<file path="src/rtl/icache_dataram_arbiter_pkg.sv">
// Shared widths and the linefill write-buffer entry type for the icache data-array arbiter.
package icache_dataram_arbiter_pkg;

    localparam int ICACHE_INDEX_WIDTH     = 6;
    localparam int ICACHE_DATA_WIDTH      = 64;
    localparam int ICACHE_REQ_TXNID_WIDTH = 4;
    localparam int MSHR_ENTRY_INDEX_WIDTH = 2;

    // Array address key is {index, way}; way is the LSB.
    localparam int ICACHE_ARR_ADDR_WIDTH  = ICACHE_INDEX_WIDTH + 1;

    typedef struct packed {
        logic [ICACHE_INDEX_WIDTH-1:0]     index;
        logic                              way;
        logic [ICACHE_DATA_WIDTH-1:0]      data;
        logic [ICACHE_REQ_TXNID_WIDTH-1:0] txnid;
        logic [MSHR_ENTRY_INDEX_WIDTH-1:0] entry_idx;
    } icache_lf_wr_entry_t;

    function automatic logic [ICACHE_ARR_ADDR_WIDTH-1:0] arr_key(
        input logic [ICACHE_INDEX_WIDTH-1:0] index,
        input logic                          way
    );
        return {index, way};
    endfunction

endpackage

</file>
<file path="src/rtl/icache_dataram_arbiter_if.sv">
// Bus bundle between hit pipeline / linefill RX, the arbiter and the data array.
// Handshakes: a transfer happens at a posedge where vld && rdy; vld never waits on rdy,
// while rd_rdy may depend combinationally on rd_vld/rd_index/rd_way (hazard compare).
interface icache_dataram_arbiter_if
    import icache_dataram_arbiter_pkg::*;
#(
    parameter int LF_DEPTH = 2
);
    localparam int CNT_W = $clog2(LF_DEPTH + 1);

    logic                              rd_vld;
    logic                              rd_rdy;
    logic                              rd_way;
    logic [ICACHE_INDEX_WIDTH-1:0]     rd_index;
    logic [ICACHE_REQ_TXNID_WIDTH-1:0] rd_txnid;

    logic                              lf_vld;
    logic                              lf_rdy;
    logic                              lf_way;
    logic [ICACHE_INDEX_WIDTH-1:0]     lf_index;
    logic [ICACHE_DATA_WIDTH-1:0]      lf_data;
    logic [ICACHE_REQ_TXNID_WIDTH-1:0] lf_txnid;
    logic [MSHR_ENTRY_INDEX_WIDTH-1:0] lf_entry_idx;

    logic                              arr_en;
    logic                              arr_wr_en;
    logic [ICACHE_ARR_ADDR_WIDTH-1:0]  arr_addr;
    logic [ICACHE_DATA_WIDTH-1:0]      arr_wdata;

    logic                              rd_rsp_vld;
    logic [ICACHE_REQ_TXNID_WIDTH-1:0] rd_rsp_txnid;

    logic                              lf_ack_vld;
    logic [MSHR_ENTRY_INDEX_WIDTH-1:0] lf_ack_entry_idx;
    logic [ICACHE_REQ_TXNID_WIDTH-1:0] lf_ack_txnid;

    logic [CNT_W-1:0]                  lf_cnt;

    modport master (
        output rd_vld, rd_way, rd_index, rd_txnid,
        output lf_vld, lf_way, lf_index, lf_data, lf_txnid, lf_entry_idx,
        input  rd_rdy, lf_rdy, arr_en, arr_wr_en, arr_addr, arr_wdata,
        input  rd_rsp_vld, rd_rsp_txnid, lf_ack_vld, lf_ack_entry_idx, lf_ack_txnid, lf_cnt
    );

    modport slave (
        input  rd_vld, rd_way, rd_index, rd_txnid,
        input  lf_vld, lf_way, lf_index, lf_data, lf_txnid, lf_entry_idx,
        output rd_rdy, lf_rdy, arr_en, arr_wr_en, arr_addr, arr_wdata,
        output rd_rsp_vld, rd_rsp_txnid, lf_ack_vld, lf_ack_entry_idx, lf_ack_txnid, lf_cnt
    );

endinterface

</file>
<file path="src/rtl/icache_lf_wr_buf.sv">
// In-order linefill write buffer; exposes per-slot valid and {index, way} for hazard checks.
module icache_lf_wr_buf
    import icache_dataram_arbiter_pkg::*;
#(
    parameter  int DEPTH = 2,
    localparam int CNT_W = $clog2(DEPTH + 1),
    localparam int PTR_W = (DEPTH > 1) ? $clog2(DEPTH) : 1
) (
    input  logic                                        clk,
    input  logic                                        rst_n,
    input  logic                                        push_i,
    input  icache_lf_wr_entry_t                         push_entry_i,
    input  logic                                        pop_i,
    output icache_lf_wr_entry_t                         head_o,
    output logic [CNT_W-1:0]                            cnt_o,
    output logic [DEPTH-1:0]                            ent_vld_o,
    output logic [DEPTH-1:0][ICACHE_ARR_ADDR_WIDTH-1:0] ent_key_o
);

    icache_lf_wr_entry_t mem_q [DEPTH];
    logic [DEPTH-1:0]    vld_q;
    logic [PTR_W-1:0]    wr_ptr_q, rd_ptr_q;
    logic [CNT_W-1:0]    cnt_q;

    function automatic logic [PTR_W-1:0] ptr_inc(input logic [PTR_W-1:0] p);
        return (p == PTR_W'(DEPTH - 1)) ? '0 : p + 1'b1;
    endfunction

    always_ff @(posedge clk) begin
        if (push_i) begin
            mem_q[wr_ptr_q] <= push_entry_i;
        end
    end

    // Push and pop never address the same slot: that would need the buffer both empty and full.
    always_ff @(posedge clk) begin
        if (!rst_n) begin
            vld_q    <= '0;
            wr_ptr_q <= '0;
            rd_ptr_q <= '0;
            cnt_q    <= '0;
        end else begin
            if (push_i) begin
                vld_q[wr_ptr_q] <= 1'b1;
                wr_ptr_q        <= ptr_inc(wr_ptr_q);
            end
            if (pop_i) begin
                vld_q[rd_ptr_q] <= 1'b0;
                rd_ptr_q        <= ptr_inc(rd_ptr_q);
            end
            case ({push_i, pop_i})
                2'b10:   cnt_q <= cnt_q + 1'b1;
                2'b01:   cnt_q <= cnt_q - 1'b1;
                default: cnt_q <= cnt_q;
            endcase
        end
    end

    always_comb begin
        for (int i = 0; i < DEPTH; i++) begin
            ent_key_o[i] = arr_key(mem_q[i].index, mem_q[i].way);
        end
    end

    assign head_o    = mem_q[rd_ptr_q];
    assign cnt_o     = cnt_q;
    assign ent_vld_o = vld_q;

endmodule

</file>
<file path="src/rtl/icache_dataram_arbiter.sv">
// Single-port icache data array arbiter: reads win unless a buffered linefill write is forced out.
module icache_dataram_arbiter
    import icache_dataram_arbiter_pkg::*;
#(
    parameter int LF_DEPTH    = 2,
    parameter int WR_MAX_WAIT = 4
) (
    input logic                     clk,
    input logic                     rst_n,
    icache_dataram_arbiter_if.slave bus
);

    localparam int CNT_W  = $clog2(LF_DEPTH + 1);
    localparam int WAIT_W = $clog2(WR_MAX_WAIT + 1);

    icache_lf_wr_entry_t                                push_entry;
    icache_lf_wr_entry_t                                head;
    logic [CNT_W-1:0]                                   cnt;
    logic [LF_DEPTH-1:0]                                ent_vld;
    logic [LF_DEPTH-1:0][ICACHE_ARR_ADDR_WIDTH-1:0]     ent_key;
    logic [ICACHE_ARR_ADDR_WIDTH-1:0]                   rd_key;
    logic                                               hazard;
    logic                                               buf_nonempty;
    logic                                               force_wr;
    logic                                               rd_rdy;
    logic                                               lf_push;
    logic                                               wr_sel;
    logic                                               rd_sel;
    logic [WAIT_W-1:0]                                  wait_q, wait_d;
    logic                                               rsp_vld_q;
    logic [ICACHE_REQ_TXNID_WIDTH-1:0]                  rsp_txnid_q;

    assign push_entry = '{index:     bus.lf_index,
                          way:       bus.lf_way,
                          data:      bus.lf_data,
                          txnid:     bus.lf_txnid,
                          entry_idx: bus.lf_entry_idx};

    assign bus.lf_rdy = rst_n && (cnt < CNT_W'(LF_DEPTH));
    assign lf_push    = bus.lf_vld && bus.lf_rdy;

    icache_lf_wr_buf #(.DEPTH(LF_DEPTH)) u_lf_wr_buf (
        .clk          (clk),
        .rst_n        (rst_n),
        .push_i       (lf_push),
        .push_entry_i (push_entry),
        .pop_i        (wr_sel),
        .head_o       (head),
        .cnt_o        (cnt),
        .ent_vld_o    (ent_vld),
        .ent_key_o    (ent_key)
    );

    // Only already-stored entries count: a line accepted this cycle is ordered after the read.
    assign rd_key = arr_key(bus.rd_index, bus.rd_way);
    always_comb begin
        hazard = 1'b0;
        for (int i = 0; i < LF_DEPTH; i++) begin
            if (ent_vld[i] && (ent_key[i] == rd_key)) hazard = 1'b1;
        end
        hazard = hazard && bus.rd_vld;
    end

    assign buf_nonempty = (cnt != '0);
    assign force_wr     = (cnt == CNT_W'(LF_DEPTH)) || (wait_q == WAIT_W'(WR_MAX_WAIT)) || hazard;
    assign rd_rdy       = rst_n && !(buf_nonempty && force_wr);
    assign wr_sel       = rst_n && buf_nonempty && (!bus.rd_vld || !rd_rdy);
    assign rd_sel       = bus.rd_vld && rd_rdy;

    always_comb begin
        wait_d = wait_q;
        if (wr_sel || !buf_nonempty) begin
            wait_d = '0;
        end else if (wait_q != WAIT_W'(WR_MAX_WAIT)) begin
            wait_d = wait_q + 1'b1;
        end
    end

    always_ff @(posedge clk) begin
        if (!rst_n) begin
            wait_q      <= '0;
            rsp_vld_q   <= 1'b0;
            rsp_txnid_q <= '0;
        end else begin
            wait_q    <= wait_d;
            rsp_vld_q <= rd_sel;
            if (rd_sel) rsp_txnid_q <= bus.rd_txnid;
        end
    end

    assign bus.rd_rdy           = rd_rdy;
    assign bus.arr_en           = rd_sel || wr_sel;
    assign bus.arr_wr_en        = wr_sel;
    assign bus.arr_addr         = wr_sel ? arr_key(head.index, head.way) : rd_key;
    assign bus.arr_wdata        = wr_sel ? head.data : '0;
    assign bus.rd_rsp_vld       = rsp_vld_q;
    assign bus.rd_rsp_txnid     = rsp_txnid_q;
    assign bus.lf_ack_vld       = wr_sel;
    assign bus.lf_ack_entry_idx = wr_sel ? head.entry_idx : '0;
    assign bus.lf_ack_txnid     = wr_sel ? head.txnid : '0;
    assign bus.lf_cnt           = cnt;

endmodule

</file>
<file path="src/flat_wrapper.sv">
// flat-port wrapper written by rule: the top's interface ports become plain ports
module icache_dataram_arbiter_flat import icache_dataram_arbiter_pkg::*;
#(
    parameter int LF_DEPTH    = 2,
    parameter int WR_MAX_WAIT = 4
)
  (clk, rst_n, bus_rd_vld, bus_rd_way, bus_rd_index, bus_rd_txnid, bus_lf_vld, bus_lf_way, bus_lf_index, bus_lf_data, bus_lf_txnid, bus_lf_entry_idx, bus_rd_rdy, bus_lf_rdy, bus_arr_en, bus_arr_wr_en, bus_arr_addr, bus_arr_wdata, bus_rd_rsp_vld, bus_rd_rsp_txnid, bus_lf_ack_vld, bus_lf_ack_entry_idx, bus_lf_ack_txnid, bus_lf_cnt);
  icache_dataram_arbiter_if #(.LF_DEPTH(LF_DEPTH)) bus_i ();
  input logic clk;
  input logic rst_n;
  input wire logic [$bits(bus_i.rd_vld)-1:0] bus_rd_vld;
  input wire logic [$bits(bus_i.rd_way)-1:0] bus_rd_way;
  input wire logic [$bits(bus_i.rd_index)-1:0] bus_rd_index;
  input wire logic [$bits(bus_i.rd_txnid)-1:0] bus_rd_txnid;
  input wire logic [$bits(bus_i.lf_vld)-1:0] bus_lf_vld;
  input wire logic [$bits(bus_i.lf_way)-1:0] bus_lf_way;
  input wire logic [$bits(bus_i.lf_index)-1:0] bus_lf_index;
  input wire logic [$bits(bus_i.lf_data)-1:0] bus_lf_data;
  input wire logic [$bits(bus_i.lf_txnid)-1:0] bus_lf_txnid;
  input wire logic [$bits(bus_i.lf_entry_idx)-1:0] bus_lf_entry_idx;
  output wire logic [$bits(bus_i.rd_rdy)-1:0] bus_rd_rdy;
  output wire logic [$bits(bus_i.lf_rdy)-1:0] bus_lf_rdy;
  output wire logic [$bits(bus_i.arr_en)-1:0] bus_arr_en;
  output wire logic [$bits(bus_i.arr_wr_en)-1:0] bus_arr_wr_en;
  output wire logic [$bits(bus_i.arr_addr)-1:0] bus_arr_addr;
  output wire logic [$bits(bus_i.arr_wdata)-1:0] bus_arr_wdata;
  output wire logic [$bits(bus_i.rd_rsp_vld)-1:0] bus_rd_rsp_vld;
  output wire logic [$bits(bus_i.rd_rsp_txnid)-1:0] bus_rd_rsp_txnid;
  output wire logic [$bits(bus_i.lf_ack_vld)-1:0] bus_lf_ack_vld;
  output wire logic [$bits(bus_i.lf_ack_entry_idx)-1:0] bus_lf_ack_entry_idx;
  output wire logic [$bits(bus_i.lf_ack_txnid)-1:0] bus_lf_ack_txnid;
  output wire logic [$bits(bus_i.lf_cnt)-1:0] bus_lf_cnt;
  assign bus_i.rd_vld = bus_rd_vld;
  assign bus_i.rd_way = bus_rd_way;
  assign bus_i.rd_index = bus_rd_index;
  assign bus_i.rd_txnid = bus_rd_txnid;
  assign bus_i.lf_vld = bus_lf_vld;
  assign bus_i.lf_way = bus_lf_way;
  assign bus_i.lf_index = bus_lf_index;
  assign bus_i.lf_data = bus_lf_data;
  assign bus_i.lf_txnid = bus_lf_txnid;
  assign bus_i.lf_entry_idx = bus_lf_entry_idx;
  assign bus_rd_rdy = bus_i.rd_rdy;
  assign bus_lf_rdy = bus_i.lf_rdy;
  assign bus_arr_en = bus_i.arr_en;
  assign bus_arr_wr_en = bus_i.arr_wr_en;
  assign bus_arr_addr = bus_i.arr_addr;
  assign bus_arr_wdata = bus_i.arr_wdata;
  assign bus_rd_rsp_vld = bus_i.rd_rsp_vld;
  assign bus_rd_rsp_txnid = bus_i.rd_rsp_txnid;
  assign bus_lf_ack_vld = bus_i.lf_ack_vld;
  assign bus_lf_ack_entry_idx = bus_i.lf_ack_entry_idx;
  assign bus_lf_ack_txnid = bus_i.lf_ack_txnid;
  assign bus_lf_cnt = bus_i.lf_cnt;
  icache_dataram_arbiter #(.LF_DEPTH(LF_DEPTH), .WR_MAX_WAIT(WR_MAX_WAIT)) u_core (.clk(clk), .rst_n(rst_n), .bus(bus_i));
endmodule
</file>
<file path="config.mk">
export PLATFORM = sky130hd
export DESIGN_NAME = icache_dataram_arbiter_flat
export DESIGN_NICKNAME = d
export VERILOG_FILES = /design/src/rtl/icache_dataram_arbiter_pkg.sv /design/src/rtl/icache_dataram_arbiter_if.sv /design/src/rtl/icache_lf_wr_buf.sv /design/src/rtl/icache_dataram_arbiter.sv /design/src/flat_wrapper.sv
export SDC_FILE = /design/constraint.sdc
export NUM_CORES = 1
export LEC_CHECK = 0
export ABC_CLOCK_PERIOD_IN_PS = 7500
export BUFFER_PORTS_ARGS = -buffer_cell sky130_fd_sc_hd__buf_2
export CORE_MARGIN = 2
export CORE_UTILIZATION = 57
export DETAILED_ROUTE_END_ITERATION = 16
export GPL_TIMING_DRIVEN = 0
export PLACE_DENSITY = 0.92
export SKIP_CTS_REPAIR_TIMING = 1
export SYNTH_ARGS = -nofsm -noshare
export SYNTH_HDL_FRONTEND = slang
export SYNTH_SLANG_ARGS = --single-unit
</file>
<file path="constraint.sdc">
create_clock -name clk -period 7.5 [get_ports clk]
set_clock_uncertainty 0.05 [all_clocks]
set_input_delay 1.5 -clock clk [delete_from_list [all_inputs] [get_ports clk]]
set_output_delay 1.5 -clock clk [all_outputs]
set_load 0.01 [all_outputs]
</file>
==> impl_results.rst <==
.. list-table::
   :header-rows: 1

   * - Metric
     - Value
   * - Crit path max fanout
     - 10
   * - Areal power density over the cells
     - 320 nW/um^2
   * - Reg-to-Reg End
     - u_core.u_lf_wr_buf.cnt_o[1]
   * - R2R depth
     - 11
   * - Residual antenna-violating net count after detailed routing
     - 0
   * - Setup TNS
     - 0 ns
   * - Worst setup timing slack at the placement stage
     - 2.75 ns
   * - Syn nets
     - roughly 540
   * - Setup crit start kind
     - input pin
   * - Worst Hold Path Cells
     - 1
   * - Largest area contributor in the synthesized netlist
     - edfxtp_1
   * - Run status
     - finished, final reports clean
   * - Most frequent cells after synthesis
     - edfxtp_1, nor2_1, mux2i_1, xnor2_1, dfxtp_1
   * - Total clock sinks
     - 169
   * - Area grow syn2layout
     - 25.2%
   * - Required time of the critical path
     - 5.95 ns
   * - Power Total
     - 2770 uW
   * - Via count
     - about 4,300
   * - Starting density of the core
     - 58.0%
   * - Leakage Power
     - about 0.0034 uW
   * - Total of flip-flops plus latches after synthesis
     - 169
   * - Category of the critical setup timing path
     - in -> out
   * - Number of enable-type register cells in the synthesized netlist
     - 154
   * - Number of nets at the end of the flow
     - 739
   * - Clock slew at reported path FFs
     - 0.06 ns
   * - Share of layout cells above drive strength 1
     - a little under two fifths
   * - Prevailing post-synth register cell
     - edfxtp_1
   * - Cell Count Post-Placement
     - about 770
   * - Number of violations of the max-capacitance limit
     - 0
   * - Pin count of the biggest net entering global routing
     - 36
   * - Area of the core
     - 11,900 um^2
   * - Overall routing resource usage
     - 21.9%
   * - Setup repair after global routing missed its margin
     - no
   * - Via count of the first global-routing pass
     - 4,325
   * - I/O Buffers
     - 179
   * - Share of the synthesized area in the top cell type
     - between 60% and 70%
   * - Unique masters post-synth
     - 42
   * - Synth warn
     - 0
   * - Met1 wire length
     - approximately 5.6 mm
   * - Final Instance Count excl. Fillers
     - 804
   * - Avg Synthesized Cell Area
     - 15.6 um^2
   * - Count of inserted antenna diode cells
     - 0
   * - Metal3 WL
     - 1.05 mm
   * - Residual overflow from global routing
     - 0
   * - Rows
     - 40
   * - Most common cell in the netlist
     - edfxtp_1
   * - Startpoint of the most critical hold path
     - u_core.wait_q[0]
   * - Clock buffers created by TritonCTS
     - 17
   * - Largest cells by area after synthesis
     - edfxtp_1, mux2i_1, dfxtp_1
   * - Transition at the pin with the smallest max-transition slack
     - 0.663 ns
   * - Total met2 wirelength after detailed routing
     - around 7.1 mm
   * - Detailed placer's ending HPWL
     - 9.67 mm
   * - Endpoint arrival time on the critical path
     - 3.28 ns
   * - Starting DRT DRC Count
     - 318
   * - Critical R2R Launch
     - u_core.wait_q[0]
   * - Drt first pass iters
     - 4
   * - First-pass GRT wire length
     - 21.3 mm
   * - Routed via count divided by cell count
     - approximately 5.4
   * - Post-synthesis cell area
     - ~6900 um^2
   * - Final Setup Violations
     - 0
   * - Endpoint kind of the worst setup timing path
     - output pin
   * - Clock latency on the worst-skew pair
     - 0.41 ns
   * - Min cycle time layout
     - 4.83 ns
   * - Top-level port count
     - 181
   * - Rel. slew slack
     - 55.8%
   * - Htree depth
     - 4
   * - Max Transition Viols Final
     - 0
   * - Worst voltage drop across the vdd grid
     - 0.000224 V
   * - Share of the clock period used by the worst path
     - 64.4%
   * - TritonCTS clock tree
     - done
   * - Antenna violations before repair
     - 0
   * - Routability congestion estimate
     - between 0.8 and 0.9
   * - End of the worst hold path
     - u_core.wait_q[0]
   * - Die width
     - 114 um
   * - Highest layer used for signal routing
     - met4
   * - Worst hold-check path type
     - reg -> reg
   * - Gate count after technology mapping
     - 442
   * - WL/cell
     - approximately 17 um
   * - Clock root cell
     - clkbuf_16
   * - Routed Wire Length
     - 14.0 mm
   * - Final Hold Vio Count
     - 0
   * - Post-route DRC
     - 0
   * - Internal reg-to-reg setup slack
     - approximately 4.6 ns
   * - Setup slack after layout
     - 2.67 ns
   * - Sequential element share of the synthesized area
     - a little under three quarters
   * - Die outline height
     - 114 um
   * - Overall die area
     - between 10,000 and 15,000 um^2
   * - Async set-reset flop share out of synthesis
     - 0%
   * - Fmax
     - 207 MHz
   * - Maximum root-to-sink buffer count
     - 2
-- report_power, final --
part | total (uW) | internal (uW) | switching, uW
logic | 786 | 350 | 436
clock network | 822 | 488 | 334
registers | 1160 | 1130 | 36.8
total | 2770 | 1960 | 807
-- worst max-delay path, cell delays in order --
cell and delay [ns]:
buf_2 0.13, xnor2_1 0.24, nand4_1 0.14, nor2_2 0.37
o31ai_4 0.15, buf_6 0.20, clkbuf_8 0.18, nor2_1 0.19
buf_2 0.17
-- sequential cells by signal, indices dropped and copies added (netlist names), named ones only --
register                      cells
u_core.u_lf_wr_buf.mem_q        154
u_core.bus.rd_rsp_txnid           4
u_core.wait_q                     3
u_core.u_lf_wr_buf.cnt_o          2
u_core.u_lf_wr_buf.ent_vld_o      2
u_core.bus.rd_rsp_vld             1
u_core.u_lf_wr_buf.rd_ptr_q       1
u_core.u_lf_wr_buf.wr_ptr_q       1
-- logic make-up (layout without fill, tap and decap cells) --
family                   Yosys count  count (layout)  synth area share [%]
buffers and inverters             30             245                  3.04
adder cells (fa/ha/maj)            3               3                 0.543
flip-flops                       169             169                  71.3
multiplexers                      84              84                  12.5
AO/OA/AOI/OAI                     30              30                  3.66
XOR/XNOR                          17              17                  2.15
AND/OR/NAND/NOR                  109             109                  6.79
-- worst max path at each step --
stage                                     endpoint  slack, ns             from
floorplan           u_core.u_lf_wr_buf.mem_q[0][0]       1.85       bus_lf_vld
global placement    u_core.u_lf_wr_buf.mem_q[1][2]       0.14       bus_lf_vld
detailed placement               bus_arr_wdata[61]       2.75  bus_rd_index[5]
CTS                              bus_arr_wdata[61]       2.69  bus_rd_index[3]
global route                     bus_arr_wdata[59]       2.59  bus_rd_index[3]
finish                           bus_arr_wdata[61]       2.67  bus_rd_index[3]
-- placed cells by master, fill, tap and decap left out, drive strengths merged --
cell        n
edfxtp    154
o211ai      8
o311a       2
nand2      13
and3        2
and2        3
clkinv      4
xnor2      17
a21o        2
buf       196
bufinv      2
nor2b       2
nand3       1
clkinvlp    5
ha          3
or2         2
a21boi      2
clkbuf     31
a32o        4
a31oi       1
nor3        3
or3b        1
nor2       76
o21a        1
or3         1
o31ai       1
o21ai       5
o311ai      2
mux2       14
dfxtp      15
inv         7
nand4       4
a2bb2oi     1
nor4        1
a21oi       1
mux2i      70
-- layout make-up --
| class | instances | area, um^2 |
|---|---|---|
| plain buffers | 24 | 188 |
| repair buffers | 183 | 976 |
| flip-flops and latches | 169 | 4920 |
| multi-input cells | 243 | 1790 |
| inverters | 6 | 22.5 |
| fillers | 740 | 3260 |
| clock inverters | 12 | 126 |
| clock buffers | 20 | 437 |
| well taps | 147 | 184 |
-- stage by stage --
| step | area [um^2] | util, % | hold WS (ns) |
|---|---|---|---|
| after global placement | 7990 | 67.1 | 0.388 |
| after floorplan | 6910 | - | 0.378 |
| final | 8650 | 72.6 | 0.414 |
| after detailed placement | 8080 | 67.9 | 0.399 |
| after CTS | 8650 | 72.6 | 0.408 |
| after global routing | 8650 | 72.6 | 0.452 |
-- metal layers --
layer / up-vias / GRT usage [%]
li1: 2048 / -
met2: 190 / 36.5
met1: 2039 / 26.1
met3: 28 / 7.20
met4: 0 / 9.92
met5: - / 0
Note: power is estimated with default switching activity, not from simulation.
